<file path="src/rtl/uart_tx_arbiter.sv">
// Round-robin arbiter that serves NCH byte sources into one UART tx FIFO.
// Sources are queued on change or force, coalesced while blocked, and spaced by a write gap.
module uart_tx_arbiter #(
  parameter int NCH           = 4,
  parameter int DATA_W        = 8,
  parameter int GAP_CYC       = 2,
  parameter int KEEPALIVE_CYC = 65000
) (
  input  logic                    clk,
  input  logic                    rst,
  input  logic [NCH*DATA_W-1:0]   ch_data,
  input  logic [NCH-1:0]          ch_force,
  input  logic                    tx_full,
  output logic [DATA_W-1:0]       w_data,
  output logic                    wr_uart,
  output logic [NCH-1:0]          ch_sent,
  output logic                    busy,
  output logic                    dbg_state
);

  localparam int PTR_W = $clog2(NCH);
  localparam int GAP_W = (GAP_CYC > 0) ? $clog2(GAP_CYC + 1) : 1;
  localparam int KA_W  = (KEEPALIVE_CYC > 0) ? $clog2(KEEPALIVE_CYC + 1) : 1;

  localparam logic [GAP_W-1:0] GAP_LOAD = GAP_W'(GAP_CYC);
  localparam logic [KA_W-1:0]  KA_MAX   = KA_W'(KEEPALIVE_CYC);
  localparam logic [KA_W-1:0]  KA_FIRE  = KA_W'((KEEPALIVE_CYC > 0) ? KEEPALIVE_CYC - 1 : 0);

  typedef enum logic {
    S_IDLE = 1'b0,
    S_GAP  = 1'b1
  } state_e;

  state_e                  state_q,     state_d;
  logic [NCH-1:0]          pending_q,   pending_d;
  logic [NCH*DATA_W-1:0]   last_sent_q, last_sent_d;
  logic [PTR_W-1:0]        rr_ptr_q,    rr_ptr_d;
  logic [GAP_W-1:0]        gap_cnt_q,   gap_cnt_d;
  logic [KA_W-1:0]         ka_cnt_q,    ka_cnt_d;
  logic [DATA_W-1:0]       w_data_q,    w_data_d;
  logic                    wr_uart_q,   wr_uart_d;
  logic [NCH-1:0]          ch_sent_q,   ch_sent_d;

  logic [NCH-1:0]          set_vec;
  logic                    ka_fire;
  logic                    grant_found;
  logic                    grant;
  int                      grant_idx;
  int                      idx;

  always_comb begin
    set_vec     = '0;
    ka_fire     = 1'b0;
    grant_found = 1'b0;
    grant_idx   = 0;
    idx         = 0;

    // A channel is queued when its byte differs from what was last sent, or on a force.
    for (int i = 0; i < NCH; i++) begin
      set_vec[i] = ch_force[i] |
                   (ch_data[i*DATA_W +: DATA_W] != last_sent_q[i*DATA_W +: DATA_W]);
    end
    if (KEEPALIVE_CYC > 0) begin
      ka_fire = (ka_cnt_q == KA_FIRE);
    end
    set_vec[0] = set_vec[0] | ka_fire;

    // First pending channel at or after rr_ptr, wrapping modulo NCH.
    for (int k = 0; k < NCH; k++) begin
      idx = int'(rr_ptr_q) + k;
      if (idx >= NCH) begin
        idx = idx - NCH;
      end
      if (!grant_found && pending_q[idx]) begin
        grant_found = 1'b1;
        grant_idx   = idx;
      end
    end

    grant = (state_q == S_IDLE) && !tx_full && grant_found;
  end

  always_comb begin
    state_d     = state_q;
    pending_d   = pending_q | set_vec;
    last_sent_d = last_sent_q;
    rr_ptr_d    = rr_ptr_q;
    gap_cnt_d   = gap_cnt_q;
    ka_cnt_d    = ka_cnt_q;
    w_data_d    = w_data_q;
    wr_uart_d   = 1'b0;
    ch_sent_d   = '0;

    case (state_q)
      S_IDLE: begin
        if (grant) begin
          wr_uart_d            = 1'b1;
          w_data_d             = ch_data[grant_idx*DATA_W +: DATA_W];
          ch_sent_d[grant_idx] = 1'b1;
          last_sent_d[grant_idx*DATA_W +: DATA_W] = ch_data[grant_idx*DATA_W +: DATA_W];
          // The byte just latched equals the current input, so only a force or
          // keepalive can re-arm the granted channel in the same cycle.
          pending_d[grant_idx] = ch_force[grant_idx] | ((grant_idx == 0) & ka_fire);
          rr_ptr_d = (grant_idx == NCH - 1) ? '0 : PTR_W'(grant_idx + 1);
          if (GAP_CYC > 0) begin
            state_d   = S_GAP;
            gap_cnt_d = GAP_LOAD;
          end
        end
      end
      S_GAP: begin
        if (gap_cnt_q <= GAP_W'(1)) begin
          state_d   = S_IDLE;
          gap_cnt_d = '0;
        end else begin
          gap_cnt_d = gap_cnt_q - GAP_W'(1);
        end
      end
      default: begin
        state_d = S_IDLE;
      end
    endcase

    if (grant) begin
      ka_cnt_d = '0;
    end else if (ka_cnt_q != KA_MAX) begin
      ka_cnt_d = ka_cnt_q + KA_W'(1);
    end
  end

  always_ff @(posedge clk) begin
    if (rst) begin
      state_q     <= S_IDLE;
      pending_q   <= '0;
      last_sent_q <= '0;
      rr_ptr_q    <= '0;
      gap_cnt_q   <= '0;
      ka_cnt_q    <= '0;
      w_data_q    <= '0;
      wr_uart_q   <= 1'b0;
      ch_sent_q   <= '0;
    end else begin
      state_q     <= state_d;
      pending_q   <= pending_d;
      last_sent_q <= last_sent_d;
      rr_ptr_q    <= rr_ptr_d;
      gap_cnt_q   <= gap_cnt_d;
      ka_cnt_q    <= ka_cnt_d;
      w_data_q    <= w_data_d;
      wr_uart_q   <= wr_uart_d;
      ch_sent_q   <= ch_sent_d;
    end
  end

  assign w_data    = w_data_q;
  assign wr_uart   = wr_uart_q;
  assign ch_sent   = ch_sent_q;
  assign busy      = (|pending_q) | (state_q == S_GAP);
  assign dbg_state = state_q;

endmodule

</file>
<file path="config.mk">
export PLATFORM = sky130hd
export DESIGN_NAME = uart_tx_arbiter
export DESIGN_NICKNAME = d
export VERILOG_FILES = /design/src/rtl/uart_tx_arbiter.sv
export SDC_FILE = /design/constraint.sdc
export NUM_CORES = 1
export LEC_CHECK = 0
export ABC_CLOCK_PERIOD_IN_PS = 4700
export CORE_UTILIZATION = 45
export CTS_CLUSTER_DIAMETER = 200
export DETAILED_ROUTE_END_ITERATION = 12
export PLACE_DENSITY = 0.7
export SLEW_MARGIN = 40
export SYNTH_ARGS = -nofsm -noshare
export SYNTH_HDL_FRONTEND = slang
export SYNTH_SLANG_ARGS = --single-unit
</file>
<file path="constraint.sdc">
create_clock -name clk -period 4.7 [get_ports clk]
set_input_delay 0.47 -clock clk [delete_from_list [all_inputs] [get_ports clk]]
set_output_delay 0.47 -clock clk [all_outputs]
set_load 0.05 [all_outputs]
</file>
==> impl_metrics.yaml <==
status:
  run_status: "finished, final reports clean"
drt:
  wl_met3_um: 771
  finalWirelength_um: 11100
  drt_first_iter_violations: 216
  met1_length_um: 5110
  wire_length_per_cell_after_detailed_routing_um: 17.4
  met2RoutedLength_um: 5010
  drt.antenna.violating_nets: 0
  route.detailed.drc: 0
  drt-pass1-iter-count: 5
  topRoutingLayerUsed: "met4"
  post_drt_via_cell_ratio: 5.87
  detailroute.via_count: 3759
job:
  timing.max_cap.violations: 0
synthesis:
  postSynth.topFlopCell: "sky130_fd_sc_hd__dfxtp_1"
  synth.distinct_cells: 57
  synth_async_sr_flop_share_pct: 0
  syn-instance-count: 481
  synthesized_area_per_cell_um2: 8.76
  post_synth_xor_area_fraction_pct: 9.77
  synth.yosys.seq_area_share_pct: 33.3
  syn-cell-area_um2: 4210
  synth_compound_gate_area_share_pct: 18.7
  yosys_reg_bits: 70
  synth_mux_area_share_pct: 8.14
  synth-edff-count: 0
  synth-adder-area-share_pct: 5.05
  yosys.area_share.simple_pct: 19.9
  yosys_warnings: 0
  synth_top_family_by_area: "simple AND/OR/NAND/NOR gates"
  synthesized_nets: 537
grt:
  grt_start_max_net_pins: 41
  combined_global_route_utilization_of_all_metal_layers_pct: 23.8
  grt_pass1_wl_um: 18200
  total_congestion_overflow_after_global_routing: 0
  grt_antenna_before_repair: 0
  first_global_vias: 3516
timing:
  drv_slew: 0
  setup_total_negative_slack_ns: 0
  grt_setup_unrepaired: "no"
  final.min_clock_period_ns: 4.40
  timing.max_slew.rel_slack_pct: 45.7
  final_min_period_over_clock_period_pct: 93.6
  tightestPinTransition_ns: 0.815
  finalSetupViolCount: 0
  fin_skew_ns: 0.0128
  finalHoldViolations: 0
  finalWorstSetupSlack_ns: 0.301
  timing.fmax_mhz: 227
floorplanning:
  floorplan.initialDensity_pct: 47.4
  design.core.area_um2: 8890
  boundaryPins: 54
  die_area_um2: 9750
  die_h_um: 98.8
  standard_cell_rows: 34
  width_of_the_die_um: 98.8
setup_path:
  setup.worst_path.end_class: "flop"
  critical_path.cell_chain: "inv_1, ha_2, mux2_2, a22oi_2, o21ai_4, inv_2, ha_1, ha_1, inv_1, ha_1, nand2_1, or4b_1, a21o_1, or4_4, nor2b_1, o2bb2ai_1"
  reg2reg_to: "last_sent_q[27]"
  r2r_cells: 16
  cp.required_ns: 4.91
  crit_path_kind: "reg2reg"
  critPathCapture: "last_sent_q[27]"
  r2r_setup_slack_ns: 0.30
  crit_family: "simple AND/OR/NAND/NOR gates"
  cpMostUsedCell: "sky130_fd_sc_hd__ha_1"
  crit_path_max_fanout: 14
  path_buf_inv: 3
  crit_path_launch: "rr_ptr_q[1]"
  worstPathArrival_ns: 4.61
  crit_cells: 16
  max_stage_delay_ns: 0.50
  regToRegStartpoint: "rr_ptr_q[1]"
  worst_setup_path_start_kind: "flop"
  critPathSlowestCell: "sky130_fd_sc_hd__or4_4"
clocking:
  clockRootBuffer: "sky130_fd_sc_hd__clkbuf_8"
  clk_pin_slew_worst_paths_ns: 0.08
  tritoncts.num_buffers: 9
  clkLatencyLatePin_ns: 0.36
  clock_path_buffers: 2
  htree_levels: 3
  cts.sink_count: 70
  tritoncts_clock_tree: "built"
cells_and_area:
  final-instance-count-excl-fill: 640
  layout_common_cells: "70 x sky130_fd_sc_hd__dfxtp_1, 53 x sky130_fd_sc_hd__clkdlybuf4s50_1, 51 x sky130_fd_sc_hd__nand2_1"
  layout.core_utilization_pct: 56.5
  final.fill_count: 821
  regArea_um2: 1400
  n_antenna_cell: 0
  final_nets: 583
  syn2layout_area_growth_pct: 19.3
  multi_input_comb_area_um2: 2610
  most_common_cell_after_layout_fill_and_taps_aside: "sky130_fd_sc_hd__dfxtp_1"
  drive_above_1_share_pct: 10.5
placement:
  dp_hpwl_um: 8150
  placement.io_buffers: 53
  finalWeightedCongestion: 0.864
  placedCellCount: 623
  preCtsSetupSlack_ns: 0.295
power:
  cellPowerDensity_nw_per_um2: 585
  power.total_w: 0.00294
  power.leakage_nw: 1.78
  vdd.ir_drop.worst_uv: 254
min_path:
  hold_path.class: "reg2reg"
## worst register-to-register path: cells and delay by family (launching register included)
kind,cells,cell delay [ns]
multiplexers,1,0.38
AO/OA/AOI/OAI,4,0.77
AND/OR/NAND/NOR,4,1.25
buffers and inverters,3,0.32
adder cells (fa/ha/maj),4,1.21
flip-flops,1,0.33
## layer usage
metal	GRT usage, %	up-vias
met5	0	-
met4	9.18	0
met1	33.1	1756
met3	5.04	22
li1	-	1843
met2	36.1	138
## through the flow
step	instance area, um^2	hold slack, ns
2_1_floorplan	4210	0.441
3_3_place_gp	4760	0.440
3_5_place_dp	4760	0.444
4_1_cts	5010	0.455
5_1_grt	5020	0.489
6_report	5020	0.457
## worst min-delay path by stage
stage	startpoint	end	slack, ns	depth (start not counted)
2_1_floorplan	last_sent_q[11]	last_sent_q[11]	0.44	2
3_3_place_gp	w_data[0]	w_data[0]	0.44	2
5_1_grt	w_data[7]	w_data[7]	0.49	2
6_report	w_data[5]	w_data[5]	0.46	2
3_5_place_dp	w_data[4]	w_data[4]	0.44	2
4_1_cts	w_data[4]	w_data[4]	0.46	2
## power by group
part | switching [W] | leakage [nW] | internal (W) | total [W]
Combinational | 0.00106 | 1.09 | 0.000583 | 0.00164
Clock | 0.000242 | 0.124 | 0.000355 | 0.000598
Sequential | 0.0000547 | 0.568 | 0.000650 | 0.000704
Total | 0.00135 | 1.78 | 0.00159 | 0.00294
## Yosys cell counts (3+ instances only)
| cell | count | area, um^2 |
|---|---|---|
| sky130_fd_sc_hd__inv_1 | 10 | 37.5 |
| sky130_fd_sc_hd__inv_2 | 3 | 11.3 |
| sky130_fd_sc_hd__mux2i_1 | 20 | 200 |
| sky130_fd_sc_hd__a21oi_1 | 13 | 65.1 |
| sky130_fd_sc_hd__xnor2_1 | 34 | 298 |
| sky130_fd_sc_hd__xor2_1 | 13 | 114 |
| sky130_fd_sc_hd__nor3_1 | 7 | 35.0 |
| sky130_fd_sc_hd__nor4_1 | 8 | 50.1 |
| sky130_fd_sc_hd__nand2b_1 | 4 | 25.0 |
| sky130_fd_sc_hd__and3_1 | 5 | 31.3 |
| sky130_fd_sc_hd__buf_6 | 4 | 45.0 |
| sky130_fd_sc_hd__a221oi_1 | 15 | 131 |
| sky130_fd_sc_hd__ha_1 | 17 | 213 |
| sky130_fd_sc_hd__o21ai_1 | 18 | 90.1 |
| sky130_fd_sc_hd__nor2_1 | 43 | 161 |
| sky130_fd_sc_hd__a31oi_1 | 3 | 18.8 |
| sky130_fd_sc_hd__buf_4 | 3 | 22.5 |
| sky130_fd_sc_hd__buf_2 | 12 | 60.1 |
| sky130_fd_sc_hd__nand3_1 | 26 | 130 |
| sky130_fd_sc_hd__mux2_2 | 10 | 113 |
| sky130_fd_sc_hd__o2bb2ai_1 | 15 | 131 |
| sky130_fd_sc_hd__clkbuf_1 | 4 | 15.0 |
| sky130_fd_sc_hd__a311oi_2 | 7 | 105 |
| sky130_fd_sc_hd__nand2_1 | 51 | 191 |
| sky130_fd_sc_hd__a311oi_1 | 3 | 26.3 |
| sky130_fd_sc_hd__nand3b_1 | 6 | 45.0 |
| sky130_fd_sc_hd__dfxtp_1 | 70 | 1400 |
| sky130_fd_sc_hd__nand4_1 | 11 | 68.8 |
| sky130_fd_sc_hd__o21ai_0 | 10 | 50.1 |
## registers in the layout (all words and copies together), names as in the netlist
register     cells
ch_sent          4
dbg_state        1
gap_cnt_q        2
ka_cnt_q        16
last_sent_q     32
pending_q        4
rr_ptr_q         2
w_data           8
wr_uart          1
## kinds of logic after synthesis
kind of cell / count (synthesis)
simple gates: 174
compound gates: 103
flops: 70
xor+xnor: 47
buf+inv: 38
mux: 32
fa+ha+maj: 17
## layout make-up
type	count	area share, %
multi-input cells	373	52.0
flip-flops and latches	70	27.9
repair buffers	60	11.6
well taps	108	2.69
clock buffers	9	2.47
clock inverters	7	2.42
inverters	13	0.971
## timing repair
item,4_1_cts,5_1_grt
buffers inserted,0,1
setup endpoints to repair,0,31
hold buffers,0,0
gates resized for setup,0,1
No activity file was read; power rests on OpenSTA's default activity.
